==> src/rtl/m1_tt_sweeper.sv <==
// Truth-table sweeper: drives all input vectors into an external function,
// captures its response after LAT cycles and compares against a golden table.
module m1_tt_sweeper #(
   parameter  int N_IN = 6,
   parameter  int LAT  = 1,
   localparam int TT_W = 2**N_IN
) (
   input  logic            clk,
   input  logic            rst,
   input  logic            start_i,
   input  logic            abort_i,
   input  logic [TT_W-1:0] exp_tt_i,
   output logic [N_IN-1:0] x_o,
   input  logic            y_i,
   output logic            busy_o,
   output logic            done_o,
   output logic            aborted_o,
   output logic [TT_W-1:0] tt_o,
   output logic [N_IN:0]   ones_o,
   output logic            mismatch_o,
   output logic [N_IN-1:0] first_bad_o
);

   localparam int D = (LAT == 0) ? 1 : LAT;

   typedef enum logic [1:0] {IDLE, SWEEP, DRAIN, DONE} state_t;

   state_t          state, nxt;
   logic [N_IN:0]   idx;
   logic [D-1:0]    dv;
   logic [N_IN-1:0] dk [D];
   logic            issue, last, pend;
   logic            accept, abort_act;
   logic            cap_v, cap;
   logic [N_IN-1:0] cap_k;

   assign issue = (state == SWEEP);
   assign last  = (idx == (N_IN+1)'(TT_W-1));

   // With LAT=0 the issued tag is captured on the same edge it is issued.
   generate
      if (LAT == 0) begin : g_lat0
         assign cap_v = issue;
         assign cap_k = idx[N_IN-1:0];
      end else begin : g_latn
         assign cap_v = dv[D-1];
         assign cap_k = dk[D-1];
      end
   endgenerate

   assign cap = cap_v && !abort_act;

   // Tags still in flight beyond the one emerging this cycle.
   always_comb begin
      pend = 1'b0;
      for (int i = 0; i < D-1; i++) pend = pend | dv[i];
   end

   always_ff @(posedge clk or posedge rst) begin
      if (rst) state <= IDLE;
      else     state <= nxt;
   end

   always_comb begin
      nxt       = state;
      accept    = 1'b0;
      abort_act = 1'b0;
      unique case (state)
         IDLE: begin
            if (start_i) begin
               accept = 1'b1;
               nxt    = SWEEP;
            end
         end
         SWEEP: begin
            if (abort_i) begin
               abort_act = 1'b1;
               nxt       = IDLE;
            end else if (last) begin
               nxt = (LAT == 0) ? DONE : DRAIN;
            end
         end
         DRAIN: begin
            if (abort_i) begin
               abort_act = 1'b1;
               nxt       = IDLE;
            end else if (!pend) begin
               nxt = DONE;
            end
         end
         DONE:    nxt = IDLE;
         default: nxt = IDLE;
      endcase
   end

   always_ff @(posedge clk or posedge rst) begin
      if (rst) begin
         idx         <= '0;
         dv          <= '0;
         for (int i = 0; i < D; i++) dk[i] <= '0;
         tt_o        <= '0;
         ones_o      <= '0;
         mismatch_o  <= 1'b0;
         first_bad_o <= '0;
         aborted_o   <= 1'b0;
      end else begin
         aborted_o <= abort_act;
         if (abort_act) begin
            dv <= '0;
         end else begin
            dv[0] <= issue;
            for (int i = 1; i < D; i++) dv[i] <= dv[i-1];
         end
         dk[0] <= idx[N_IN-1:0];
         for (int i = 1; i < D; i++) dk[i] <= dk[i-1];
         if (accept) begin
            idx         <= '0;
            tt_o        <= '0;
            ones_o      <= '0;
            mismatch_o  <= 1'b0;
            first_bad_o <= '0;
         end else begin
            if (issue && !abort_act && !last) idx <= idx + 1'b1;
            if (cap) begin
               tt_o[cap_k] <= y_i;
               ones_o      <= ones_o + (N_IN+1)'(y_i);
               if ((y_i != exp_tt_i[cap_k]) && !mismatch_o) begin
                  mismatch_o  <= 1'b1;
                  first_bad_o <= cap_k;
               end
            end
         end
      end
   end

   assign x_o    = (state == IDLE) ? '0 : idx[N_IN-1:0];
   assign busy_o = (state == SWEEP) || (state == DRAIN);
   assign done_o = (state == DONE);

endmodule

==> config.mk <==
export PLATFORM = sky130hd
export DESIGN_NAME = m1_tt_sweeper
export DESIGN_NICKNAME = d
export VERILOG_FILES = /design/src/rtl/m1_tt_sweeper.sv
export SDC_FILE = /design/constraint.sdc
export NUM_CORES = 1
export LEC_CHECK = 0
export CORE_UTILIZATION = 35
export DETAILED_ROUTE_END_ITERATION = 6
export GPL_TIMING_DRIVEN = 0
export PLACE_DENSITY_LB_ADDON = 0.1
export SYNTH_ARGS = -nofsm -noshare
export SYNTH_HDL_FRONTEND = slang
export SYNTH_SLANG_ARGS = --single-unit
==> constraint.sdc <==
create_clock -name clk -period 3.54 [get_ports clk]
set_input_delay 0.708 -clock clk [delete_from_list [all_inputs] [get_ports clk]]
set_output_delay 0.708 -clock clk [all_outputs]
set_load 0.02 [all_outputs]
======== Word-level counts from Yosys, hierarchy flattened ========
Index checks and enable logic that the tools add are counted.
word-level totals
  flip-flop bits (word level) ............. 95
  input port bits ......................... 69
  output and inout bits ................... 87
operators by class
  $add $sub $neg .......................... 2
  $lt $le $gt $ge ......................... 2
  eq/ne operators ......................... 7
  mux-type cells .......................... 28
  reduce and logical (&&, ||, !) cells .... 16
operators with widths
  operator                                                            count
  2-to-1 mux 64 bit                                                   2
  bitwise mux 64 bit                                                  1
  2-to-1 mux 7 bit                                                    4
  2-to-1 mux 6 bit                                                    4
  2-to-1 mux 1 bit                                                    10
  2-to-1 mux 2 bit                                                    4
  one-hot mux 2 bit (4 select lines)                                  1
  adder 7 x 1 -> 7 bit                                                1
  adder 7 x 1 -> 7 bit (second input constant)                        1
  equality test 7 x 6 -> 1 bit (second input constant)                1
  < comparator 6 x 7 -> 1 bit (second input constant)                 1
  binary-select mux 1 bit (select 6 bit)                              1
  demux 1 bit (select 6 bit)                                          1
  greater-or-equal comparator 6 x 1 -> 1 bit (second input constant)  1
  nonzero test 2 bit                                                  3
  logical AND 1 bit                                                   5
  equality test 2 bit (second input constant)                         2
  AND reduction 2 bit                                                 2
  zero test 1 bit                                                     3
  != test 3 x 2 -> 1 bit (second input constant)                      1
  equality test 2 x 1 -> 1 bit (second input constant)                1
  zero test 2 bit                                                     1
  != test 2 bit (second input constant)                               1
  OR reduction 2 bit                                                  1
  2 further kinds                                                     2

======== Depth between registers and ports, before layout ========
Gate-level depths: netlist of run 1.
  depth after elaboration ................. 8
  gate-level depth with buffers ........... 11

======== Worst setup path before layout of run 1 ========
No wires, ideal clock.
  kind .................................... input port to flip-flop
  start ................................... input port exp_tt_i[51]
  end ..................................... register first_bad_o[0]
  arrival ................................. 2.481 ns
  path slack .............................. 0.979 ns
  stages .................................. 7
  path buffers ............................ 0
  cell sequence ........................... mux4_1 mux2i_1 o22ai_1 a211o_1 a211oi_4 mux2i_4 mux2i_1
on the way
  longest elaborated chain between the ends .. 6
ends and longest elaborated chain
  element                                 line  text
  start: declaration                      12    input logic [TT_W-1:0] exp_tt_i,
  binary-select mux 1 bit (select 6 bit)  127   if ((y_i != exp_tt_i[cap_k]) && !mismatch_o) begin
  2-to-1 mux 1 bit (implied by the code)  127
  != test 1 bit                           127
  logical AND 1 bit                       127
  nonzero test 2 bit (no line)            --
  AND reduction 2 bit (no line)           --
  end signal: assignment                  129   first_bad_o <= cap_k;
  end: declaration                        21    output logic [N_IN-1:0] first_bad_o
Every way passes these cells. The select of a mux whose other input is x is not followed.
A chain may end at the register's enable or synchronous reset.

======== Worst setup path in the final report of run 1 ========
  start ................................... input port abort_i
  end ..................................... register tt_o[15]
on the way
  longest elaborated chain between the ends .. 5
ends and longest elaborated chain
  element                         line    text
  start: declaration              11      input logic abort_i,
  2-to-1 mux 1 bit                76, 84
  2-to-1 mux 1 bit                --
  zero test 1 bit                 51      assign cap = cap_v && !abort_act;
  logical AND 1 bit               51
  nonzero test 2 bit (no line)    --
  end signal: indexed assignment  125     tt_o[cap_k] <= y_i;
  end: declaration                18      output logic [TT_W-1:0] tt_o,
Every way passes these cells.

==> results of run 1 <==
==> state kept, by name, indices dropped and copies added (netlist names) <==
register / count
cap_k: 6
ones_o: 7
state: 2
tt_o: 64
aborted_o: 1
first_bad_o: 6
idx: 7
cap_v: 1
mismatch_o: 1
==> area by class of cell <==
type	instances	share of cell area, %
buffer	50	2.962
clock buffer	12	3.453
clock inverter	3	0.6135
inverter	7	0.4032
multi-input combinational	405	33.99
sequential	95	33.30
tap	180	3.155
timing repair buffer	156	22.12
==> per-layer routing <==
metal	wire (um)	global-route usage, %	vias to the layer above
li1	-	-	2317
met1	7596	32.51	2360
met2	7536	35.66	197
met3	1340	4.635	11
met4	170	5.478	0
met5	0	0	-
==> worst max-delay path by stage <==
stage | slack, ps | to | cells past startpoint | from
after floorplan | 350 | aborted_o | 1 | rst
after global placement | -1170 | cap_k[0] | 2 | rst
after detailed placement | 310 | first_bad_o[1] | 8 | exp_tt_i[23]
after CTS | 680 | first_bad_o[5] | 8 | exp_tt_i[23]
after global routing | 420 | tt_o[7] | 10 | abort_i
final | 670 | tt_o[15] | 10 | abort_i
==> power groups by stage <==
stage	combinational, mW	clock (mW)	sequential (mW)
2_1_floorplan	0.744	0	1.28
5_1_grt	1.34	1.03	1.24
3_3_place_gp	1.21	0	1.25
6_report	1.23	0.972	1.23
3_5_place_dp	1.23	0	1.25
4_1_cts	1.24	0.983	1.23
==> layout by cell type (no fill, tap or decap), drive strengths merged, types with 5 or more instances in the layout <==
master         count
a21oi             61
a22oi              7
and2               6
and3               5
buf               10
clkbuf            53
clkdlybuf4s50    155
dfrtp             95
ha                 7
inv                7
mux2i             28
nand2             91
nand3             27
nand4             36
nor2              29
nor2b             10
nor3b              5
o21ai             38
xor2               7
==> cell families after synthesis <==
| family | count (synthesis) | synth area share [%] |
|---|---|---|
| and+or+nand+nor | 227 | 21.87 |
| AOI/OAI and AO/OA | 127 | 14.50 |
| DFF | 95 | 47.16 |
| buffers and inverters | 57 | 4.716 |
| muxes | 36 | 8.637 |
| xor gates and xnor gates | 8 | 1.390 |
| adders and majority gates | 7 | 1.737 |
==> synth_stat cells (3+ instances only) <==
master    number  area, um^2
nand2_1       91       341.6
nand4_1       36       225.2
nor3_1         3       15.01
inv_1          7       26.28
a211o_1        3       26.28
dfrtp_1       95        2377
clkbuf_1      40       150.1
nor2_1        29       108.9
and3_1         5       31.28
nor3b_1        5       37.54
ha_1           7       87.58
nor2b_1       10       62.56
mux2i_1       27       270.3
or3_1          4       25.02
mux2_2         4       45.04
xor2_1         7       61.31
buf_1          3       11.26
a22oi_1        7       52.55
o21ai_0       38       190.2
nand3_1       27       135.1
o22ai_1        3       18.77
a221oi_1       4       35.03
buf_2          5       25.02
and2_1         6       37.54
a21oi_1       61       305.3
==> worst reg2reg max path, cell delays in order (launching register included) <==
cell	delay, ps
dfrtp_1	460
buf_2	300
buf_2	310
mux2i_1	220
o22ai_1	110
o21ai_0	180
nand4_1	180
a211oi_4	340
mux2i_4	430
mux2i_1	230
==> impl_results.md, run 1 <==
* Pleak at 2.918 nW
* Hold path cells at 0
* Setup CP Type: primary input to register
* Min-Delay Endpoint: cap_k[5]
* Starting Density at a little over a third
* TritonCTS Sinks at 95
* FP Rows at 43
* Critical Path AT at between 3000 and 4000 ps
* Number of synthesized flops with an enable pin at 0
* Die footprint at about 15000 um^2
* Yosys reg bits at 95
* Layout overhead on the synthesized area at 41.60%
* Final WS setup at about 670 ps
* Fin area at 7138 um^2
* Fill count at approximately 1300
* I/O pin cnt at ~160
* Worst-Margin Slew at ~700 ps
* CP delay by family, top: buffers and inverters
* Sw Ratio at a little over a third
* Status: finished clean
* Clock power frac at around 28%
* Share of layout cells above drive strength 1 at roughly 4.4%
* Core area at between 10000 and 15000 um^2
* Hold Path Class: register to register
* Clock root cell: clkbuf_16
* Slowest CP cell: clkdlybuf4s50_1
* Synthesized area at a little over 5000 um^2
* Antenna-violating nets left at 0
* Hold_ws at roughly 490 ps
* Antenna Cells at 0
* Most frequent CP cell: nand2_1
* Wirelength, routed at 16640 um
* Vias at ~4900
* Mapped Cells at between 500 and 600
* Crit Path Max Fanout at 10
* CTS tree: done
* Crit-path max cell delay at 500 ps
* Post-DP Area at a little under 7000 um^2
* P_int at ~2.2 mW
* Period utilization at 81.01%
* Slew Viols, Final at 0
* Post-synth ARST share at 100.0%
* Startpoint Class: primary input
* YS warnings at 0
* Die Wd at about 120 um
* Dpl ws at ~310 ps
* Initial DRC count at around 300
* # Post-CTS Setup Buffers at 0
* Multi-input gate area at 2426 um^2
* Post-cts sizing count at 0
* Required time worst endpoint at 3750 ps
* Initial antenna violation count at 0
* Unrepaired setup endpoints after global routing: false
* Avg Cell Area, Syn at around 9.1 um^2
* Pre-antenna DRT Iters at 5
* Die extent in y at approximately 120 um
* Final core utilization at around half
* GPL Wtd Cong at 0.8154
* Ordered list of cells on the worst path: clkdlybuf4s50_1, nand2_1, and2_1, clkbuf_1, nand2_1, nor2_1, clkbuf_1, nand2_1, nand2_1, a21oi_1
* Clock buffer count from CTS at 9
* Reg clk slew, reported paths at approximately 70 ps
* H-tree depth at 3
* Crit. End Element: register
* Reg-to-reg slack, setup at around 700 ps
* R2r worst-path depth at 9
* P_sw at approximately 1.2 mW
* First-pass GRT wire length at 25980 um
* Final nets at 800
* Fin Clk Skew at approximately 13 ps
* Synth Net Count at 633
* Max Buffers Root-to-Sink at 2
* Slew HR at a little over half
* Register Area at about 2400 um^2
* Aggregate global-route resource usage at 22.92%
* Setup violators final at 0
* IO Port Bufs at 155
* Top_reg_cell synth: dfrtp_1
* Reg2reg end: first_bad_o[5]
* PwrDens at a little under 500 nW/um^2
* Wire per inst at about 18 um
* Tmin final at ~2900 ps
* Final Non-Filler Cells at approximately 910
* Vias in the first global route at 4809
* DRC viols at 0
* Placed instance count at about 890
* CTS Hold Bufs at 0
* Pin count of the biggest net entering global routing at between 70 and 80
* GRT Residual Overflow at 0
* Sequential share of power at between 30% and 40%
* Logic gate share of total power at a little over a third
* Fin Setup TNS at 0 ps
* Worst reg2reg path startpoint: cap_k[2]
* F_max at approximately 350 MHz
* Detailed Place HPWL at approximately 12000 um
* Maximum VDD drop at 0.0003009 V
* Sequential cell area fraction in the yosys report at roughly 47%
* Max Cap Violations at 0
* Final Power at 3.435 mW
* Hold Vio Cnt, Final at 0
* Clk_lat worst skew at about 350 ps
* Distinct cells, synth at 48
* WP buf/inv at 3
* Vias per cell at 5.380
* Hold Crit Start: idx[5]
Note: power is estimated with default switching activity, not from simulation.
==> run 2: changes to the inputs <==
clock period = 2.5 ns   (was 3.54 ns; I/O delays follow)
==> impl_results.md, run 2 (synthesis results as in run 1) <==
* TritonCTS Sinks at 95 (unchanged)
* Wirelength, routed at 16710 um (+0.42%)
* Starting Density at 36.04% (unchanged)
* Max Buffers Root-to-Sink at 2 (unchanged)
* Detailed Place HPWL at 12200 um (+0.71%)
* Reg clk slew, reported paths at 70 ps (about the same)
* Pre-antenna DRT Iters at 6 (+1)
* Pleak at 3.029 nW (+3.8%)
* Vias at 4903 (+0.37%)
* Final WS setup at -100.7 ps (-772.8 ps)
* Aggregate global-route resource usage at 22.66% (-0.26 points)
* Layout overhead on the synthesized area at 44.63%
* Critical Path AT at 2860 ps (-220 ps)
* Dpl ws at -528.6 ps (-841.5 ps)
* Setup violators final at 6 (+6)
* Setup CP Type: register to register
* Biggest register: tt_o
* Max Cap Violations at 0 (unchanged)
* DRC viols at 0 (unchanged)
* Maximum VDD drop at 0.0005063 V (+68%)
* H-tree depth at 3 (unchanged)
* Initial antenna violation count at 0 (unchanged)
* Fin area at 7291 um^2 (+2.1%)
* Final nets at 806 (+0.75%)
* Multi-input gate area at 2459 um^2 (+1.3%)
* Startpoint Class: register
* I/O pin cnt at 156 (unchanged)
* Tmin final at roughly 2600 ps
* Antenna-violating nets left at 0 (unchanged)
* Failing checks: negative setup slack
* GPL Wtd Cong at 0.8161 (about the same)
* Initial DRC count at 348 (+18%)
* Vias per cell at 5.358 (-0.40%)
* Period utilization at 104.0%
* Top flop regs: tt_o: 64 flops, idx: 7 flops, ones_o: 7 flops
* Crit. End Element: register
* FP Rows at 43 (unchanged)
* Register Area at 2379 um^2 (about the same)
* Slew HR at 48.79% (-4.7 points)
* Clock buffer count from CTS at 9 (unchanged)
* Die Wd at 122.0 um (unchanged)
* PwrDens at 699.7 nW/um^2 (+45%)
* Clock root cell: clkbuf_16
* Grt met2 use at 35.98% (+0.32 points)
* Pin count of the biggest net entering global routing at 36 (-49%)
* Sequential share of power at 34.0% (-1.9 points)
* Die footprint at 14890 um^2 (unchanged)
* Logic gate share of total power at 36.8% (+1.0 points)
* GRT Max-Usage Layer: met2
* CTS Hold Bufs at 0 (unchanged)
* P_int at 3.317 mW (+50%)
* Clk_lat worst skew at 340 ps (about the same)
* Share of layout cells above drive strength 1 at 7.075% (+2.7 points)
* Hold Path Class: register to register
* Ordered list of cells on the worst path: buf_6, mux4_2, mux2i_2, o22ai_1, a211o_1, a211oi_4, mux2i_4, mux2i_1
* IO Port Bufs at 155 (unchanged)
* Slowest CP cell: mux4_2
* Core area at 13990 um^2 (unchanged)
* Vias in the first global route at 4801 (-0.17%)
* GRT Residual Overflow at 0 (unchanged)
* Leading cell type in the layout, fill and taps excluded: clkdlybuf4s50_1
* P_sw at 1.785 mW (+45%)
* Post-DP Area at 6862 um^2 (+0.20%)
* Sw Ratio at 34.99% (-0.75 points)
* Fill count at 1314 (-0.15%)
* F_max at roughly 380 MHz
* Required time worst endpoint at 2760 ps (-990 ps)
* Final core utilization at 52.12% (+1.1 points)
* Clock power frac at 29.2% (+0.9 points)
* Unrepaired setup endpoints after global routing: true
* First-pass GRT wire length at 25630 um (-1.3%)
* Fin Clk Skew at 7.804 ps (-5.046 ps)
* Crit Path Max Fanout at 6 (-4)
* CP delay by family, top: multiplexers
* Max reg flops at 64 (unchanged)
* WP buf/inv at 1 (-2)
* Commonest cells after routing, fill and taps aside: clkdlybuf4s50_1 (149), dfrtp_1 (94), nand2_1 (91), a21oi_1 (61), o21ai_0 (38)
* Antenna Cells at 0 (unchanged)
* Hold Vio Cnt, Final at 0 (unchanged)
* Status: complete, but fails checks
* Wire per inst at 18.26 um (-0.35%)
* Die extent in y at 122.0 um (unchanged)
* Slew Viols, Final at 0 (unchanged)
* CTS tree: done
* Met3 Track Usage GR at 3.979% (-0.66 points)
* Worst-Margin Slew at 766.6 ps (+68.31 ps)
* M1 GR Usage at 31.94% (-0.57 points)
* Crit-path max cell delay at 500 ps (about the same)
==> run 2: cell count changes in the layout (fill, tap and decap cells not counted), sizes merged <==
| cell | previous run | this run |
|---|---|---|
| clkbuf | 53 | 51 |
| inv | 7 | 6 |
| dlygate4sd2 | 0 | 5 |
| clkinvlp | 0 | 2 |
| bufinv | 1 | 2 |
| clkdlybuf4s50 | 155 | 149 |
| dlymetal6s2s | 0 | 1 |
| buf | 10 | 17 |
==> run 2: worst paths after layout <==
check / from / end / slack, ps / depth (start not counted)
setup / recovery: cap_k[0] / first_bad_o[3] / -100 / 8
max in group asynchronous: rst / tt_o[45] / 1230 / 3
setup reg to reg: cap_k[0] / first_bad_o[3] / -100 / 8
hold / removal: idx[5] / cap_k[5] / 470 / 0
min in group asynchronous: rst / cap_k[1] / 640 / 2
hold reg to reg: idx[5] / cap_k[5] / 470 / 0
==> run 2: repair_timing <==
| item | CTS | global route |
|---|---|---|
| endpoints found under the setup margin | 58 | 61 |
| setup buffers | 4 | 2 |
| pin swaps | 1 | 2 |
| resized for setup | 16 | 13 |
| endpoints found under the hold margin | 0 | 0 |
==> run 2: cell type report <==
cell class	count	share of cell area (%)
multi-input combinational	405	33.72
sequential	95	32.62
timing repair buffer	163	22.40
clock buffer	11	3.329
buffer	49	3.312
tap	180	3.089
clock inverter	5	1.115
inverter	7	0.4119
==> run 2: power groups by stage <==
stage	logic (mW)	clock network, mW	registers, mW
after floorplan	1.05	0	1.81
after global placement	1.71	0	1.76
after detailed placement	1.75	0	1.77
after CTS	1.82	1.51	1.74
after global routing	2.04	1.58	1.75
final	1.88	1.49	1.74
==> run 2: stage by stage <==
| stage | cells | total power, mW | hold WS, ps | setup TNS [ps] |
|---|---|---|---|---|
| 2_1_floorplan | 557 | 2.860 | 388.6 | 0 |
| 3_3_place_gp | 892 | 3.474 | 447.3 | -35530 |
| 3_5_place_dp | 894 | 3.518 | 454.5 | -23380 |
| 4_1_cts | 914 | 5.063 | 470.9 | -1015 |
| 5_1_grt | 915 | 5.361 | 485.1 | -1268 |
| 6_report | 915 | 5.101 | 473.4 | -553.3 |
==> run 2: layer usage <==
metal	routed length (um)	share of wire [%]
met1	7857	47
met2	7613	46
met3	1038	6.2
met4	202	1.2
met5	0	0
==> run 3: changes to the inputs <==
--- a/config.mk
+++ b/config.mk
@@ -10,2 +10,3 @@
 export GPL_TIMING_DRIVEN = 0
+export MAX_ROUTING_LAYER = met4
 export PLACE_DENSITY_LB_ADDON = 0.1
==> constraint.sdc (replaced) <==
create_clock -name clk -period 2.5 [get_ports clk]
set_input_delay 0.75 -clock clk [delete_from_list [all_inputs] [get_ports clk]]
set_output_delay 0.75 -clock clk [all_outputs]
set_load 0.02 [all_outputs]
==> impl_results.md, run 3 (synthesis results as in run 1) <==
* Status: complete, but fails checks
* Failing checks: negative setup slack
* CTS tree: done
* Tmin final at 2641 ps (+40.79 ps)
* FP Rows at 43 (unchanged)
* GRT Residual Overflow at 0 (unchanged)
* Max Buffers Root-to-Sink at 2 (unchanged)
* Commonest cells after routing, fill and taps aside: clkdlybuf4s50_1 (130), dfrtp_1 (94), nand2_1 (89), a21oi_1 (61), o21ai_0 (37)
* Pleak at 3.062 nW (+1.1%)
* Maximum VDD drop at 0.0002892 V (-43%)
* Leading cell type in the layout, fill and taps excluded: clkdlybuf4s50_1
* Hold Vio Cnt, Final at 0 (unchanged)
* Reg clk slew, reported paths at 70 ps (about the same)
* Antenna-violating nets left at 0 (unchanged)
* Die Wd at 122.0 um (unchanged)
* Slew Viols, Final at 0 (unchanged)
* Detailed Place HPWL at 12430 um (+1.8%)
* Share of layout cells above drive strength 1 at 10.04% (+3.0 points)
* Dpl ws at -799.1 ps (-270.5 ps)
* Hold Path Class: register to register
* Period utilization at 105.7% (+1.6 points)
* Aggregate global-route resource usage at 24.10% (+1.4 points)
* Die footprint at 14890 um^2 (unchanged)
* First-pass GRT wire length at 26520 um (+3.4%)
* Slowest CP cell: dfrtp_2
* PwrDens at 708.9 nW/um^2 (+1.3%)
* Fin Clk Skew at 6.931 ps (-0.8734 ps)
* Max reg flops at 64 (unchanged)
* R2r worst-path depth at 9 (+1)
* Pre-antenna DRT Iters at 5 (-1)
* Worst reg2reg path startpoint: cap_k[2]
* Layout overhead on the synthesized area at 44.85%
* Clock buffer count from CTS at 9 (unchanged)
* Max Cap Violations at 0 (unchanged)
* CTS Hold Bufs at 0 (unchanged)
* WP buf/inv at 2 (+1)
* F_max at 378.6 MHz (-1.5%)
* Die extent in y at 122.0 um (unchanged)
* Fill count at 1314 (unchanged)
* CP endpoint: first_bad_o[5]
* GPL Wtd Cong at 0.8426 (+3.2%)
* Final core utilization at 52.20% (+0.081 points)
* Wirelength, routed at 17140 um (+2.5%)
* Starting Density at 36.04% (unchanged)
* Clk_lat worst skew at 340 ps (about the same)
* Core area at 13990 um^2 (unchanged)
* Reg-to-reg slack, setup at -140 ps (-40 ps)
* I/O pin cnt at 156 (unchanged)
* Critical Path AT at 2890 ps (+30 ps)
* Slew HR at 50.50% (+1.7 points)
* Final WS setup at -141.5 ps (-40.79 ps)
* Clock root cell: clkbuf_16
* Startpoint Class: register
* Vias at 4940 (+0.75%)
* WP depth at 9 (+1)
* Ordered list of cells on the worst path: buf_4, buf_4, mux2i_1, o22ai_1, o21ai_2, nand4_1, a211oi_4, mux2i_4, mux2i_1
* Initial DRC count at 273 (-22%)
* Required time worst endpoint at 2750 ps (about the same)
* IO Port Bufs at 155 (unchanged)
* Initial antenna violation count at 0 (unchanged)
* Setup CP Type: register to register
* Crit-path max cell delay at 440 ps (-60 ps)
* Vias in the first global route at 4929 (+2.7%)
* Reg2reg end: first_bad_o[5]
* Crit Path Max Fanout at 10 (+4)
* Unrepaired setup endpoints after global routing: true
* Biggest register: tt_o
* Antenna Cells at 0 (unchanged)
* H-tree depth at 3 (unchanged)
* Hold_ws at 467.5 ps (-5.893 ps)
* Worst-Margin Slew at 742.4 ps (-24.15 ps)
* Vias per cell at 5.387 (+0.53%)
* Critical Path Source: cap_k[2]
* Crit. End Element: register
* Pin count of the biggest net entering global routing at 42 (+17%)
* DRC viols at 0 (unchanged)
* CP delay by family, top: multiplexers
* Wire per inst at 18.69 um (+2.3%)
* TritonCTS Sinks at 95 (unchanged)
* Top flop regs: tt_o: 64 flops, idx: 7 flops, ones_o: 7 flops
* Setup violators final at 7 (+1)
* Final nets at 808 (+0.25%)
[run 3: cell count changes in the layout (fill, tap and decap cells not counted), sizes merged]
cell / change
clkdlybuf4s15: +13
clkbuf: +1
dlymetal6s2s: +2
dlygate4sd2: -3
buf: +8
clkdlybuf4s50: -19
[run 3: where the power goes]
part           switching, mW  internal [mW]  total [mW]
registers              0.106           1.64        1.75
clock network          0.590          0.905        1.49
logic                   1.13          0.802        1.94
[run 3: final cells by class]
type | instances | area [um^2] | area share [%]
inverters | 7 | 30.03 | 0.4112
plain buffers | 49 | 237.7 | 3.256
multi-input cells | 405 | 2487 | 34.06
clock inverters | 5 | 81.33 | 1.114
flip-flops and latches | 95 | 2379 | 32.57
clock buffers | 11 | 242.7 | 3.324
repair buffers | 165 | 1619 | 22.17
well taps | 180 | 225.2 | 3.084
[run 3: worst min path at each step]
stage / from / to / slack, ps / depth (start not counted)
floorplan: idx[5] / cap_k[5] / 390 / 0
global placement: idx[5] / cap_k[5] / 450 / 0
detailed placement: idx[5] / cap_k[5] / 450 / 0
CTS: idx[5] / cap_k[5] / 470 / 0
global route: idx[5] / cap_k[5] / 490 / 0
finish: idx[5] / cap_k[5] / 470 / 0
[run 3: what timing repair did]
item,in CTS,in global routing
setup buffers,5,3
endpoints found under the setup margin,77,33
pin swaps,3,7
gates resized for setup,60,34
[run 3: per-layer routing]
layer  track usage [%]  up-vias  part of all wire, %
li1                  -     2315                    -
met1             31.22     2407                   45
met2             38.49      201                   45
met3             4.635       17                  7.6
met4             6.327        0                  1.8
met5                 -        -                    0
[run 3: stage by stage]
| step | area [um^2] | setup TNS (ps) | instances | total power, mW |
|---|---|---|---|---|
| 5_1_grt | 7302 | -1624 | 917 | 5.434 |
| 2_1_floorplan | 5037 | -414.1 | 557 | 2.863 |
| 3_3_place_gp | 6814 | -77360 | 892 | 3.483 |
| 6_report | 7302 | -697.0 | 917 | 5.176 |
| 4_1_cts | 7221 | -1218 | 914 | 5.117 |
| 3_5_place_dp | 6854 | -40970 | 894 | 3.528 |
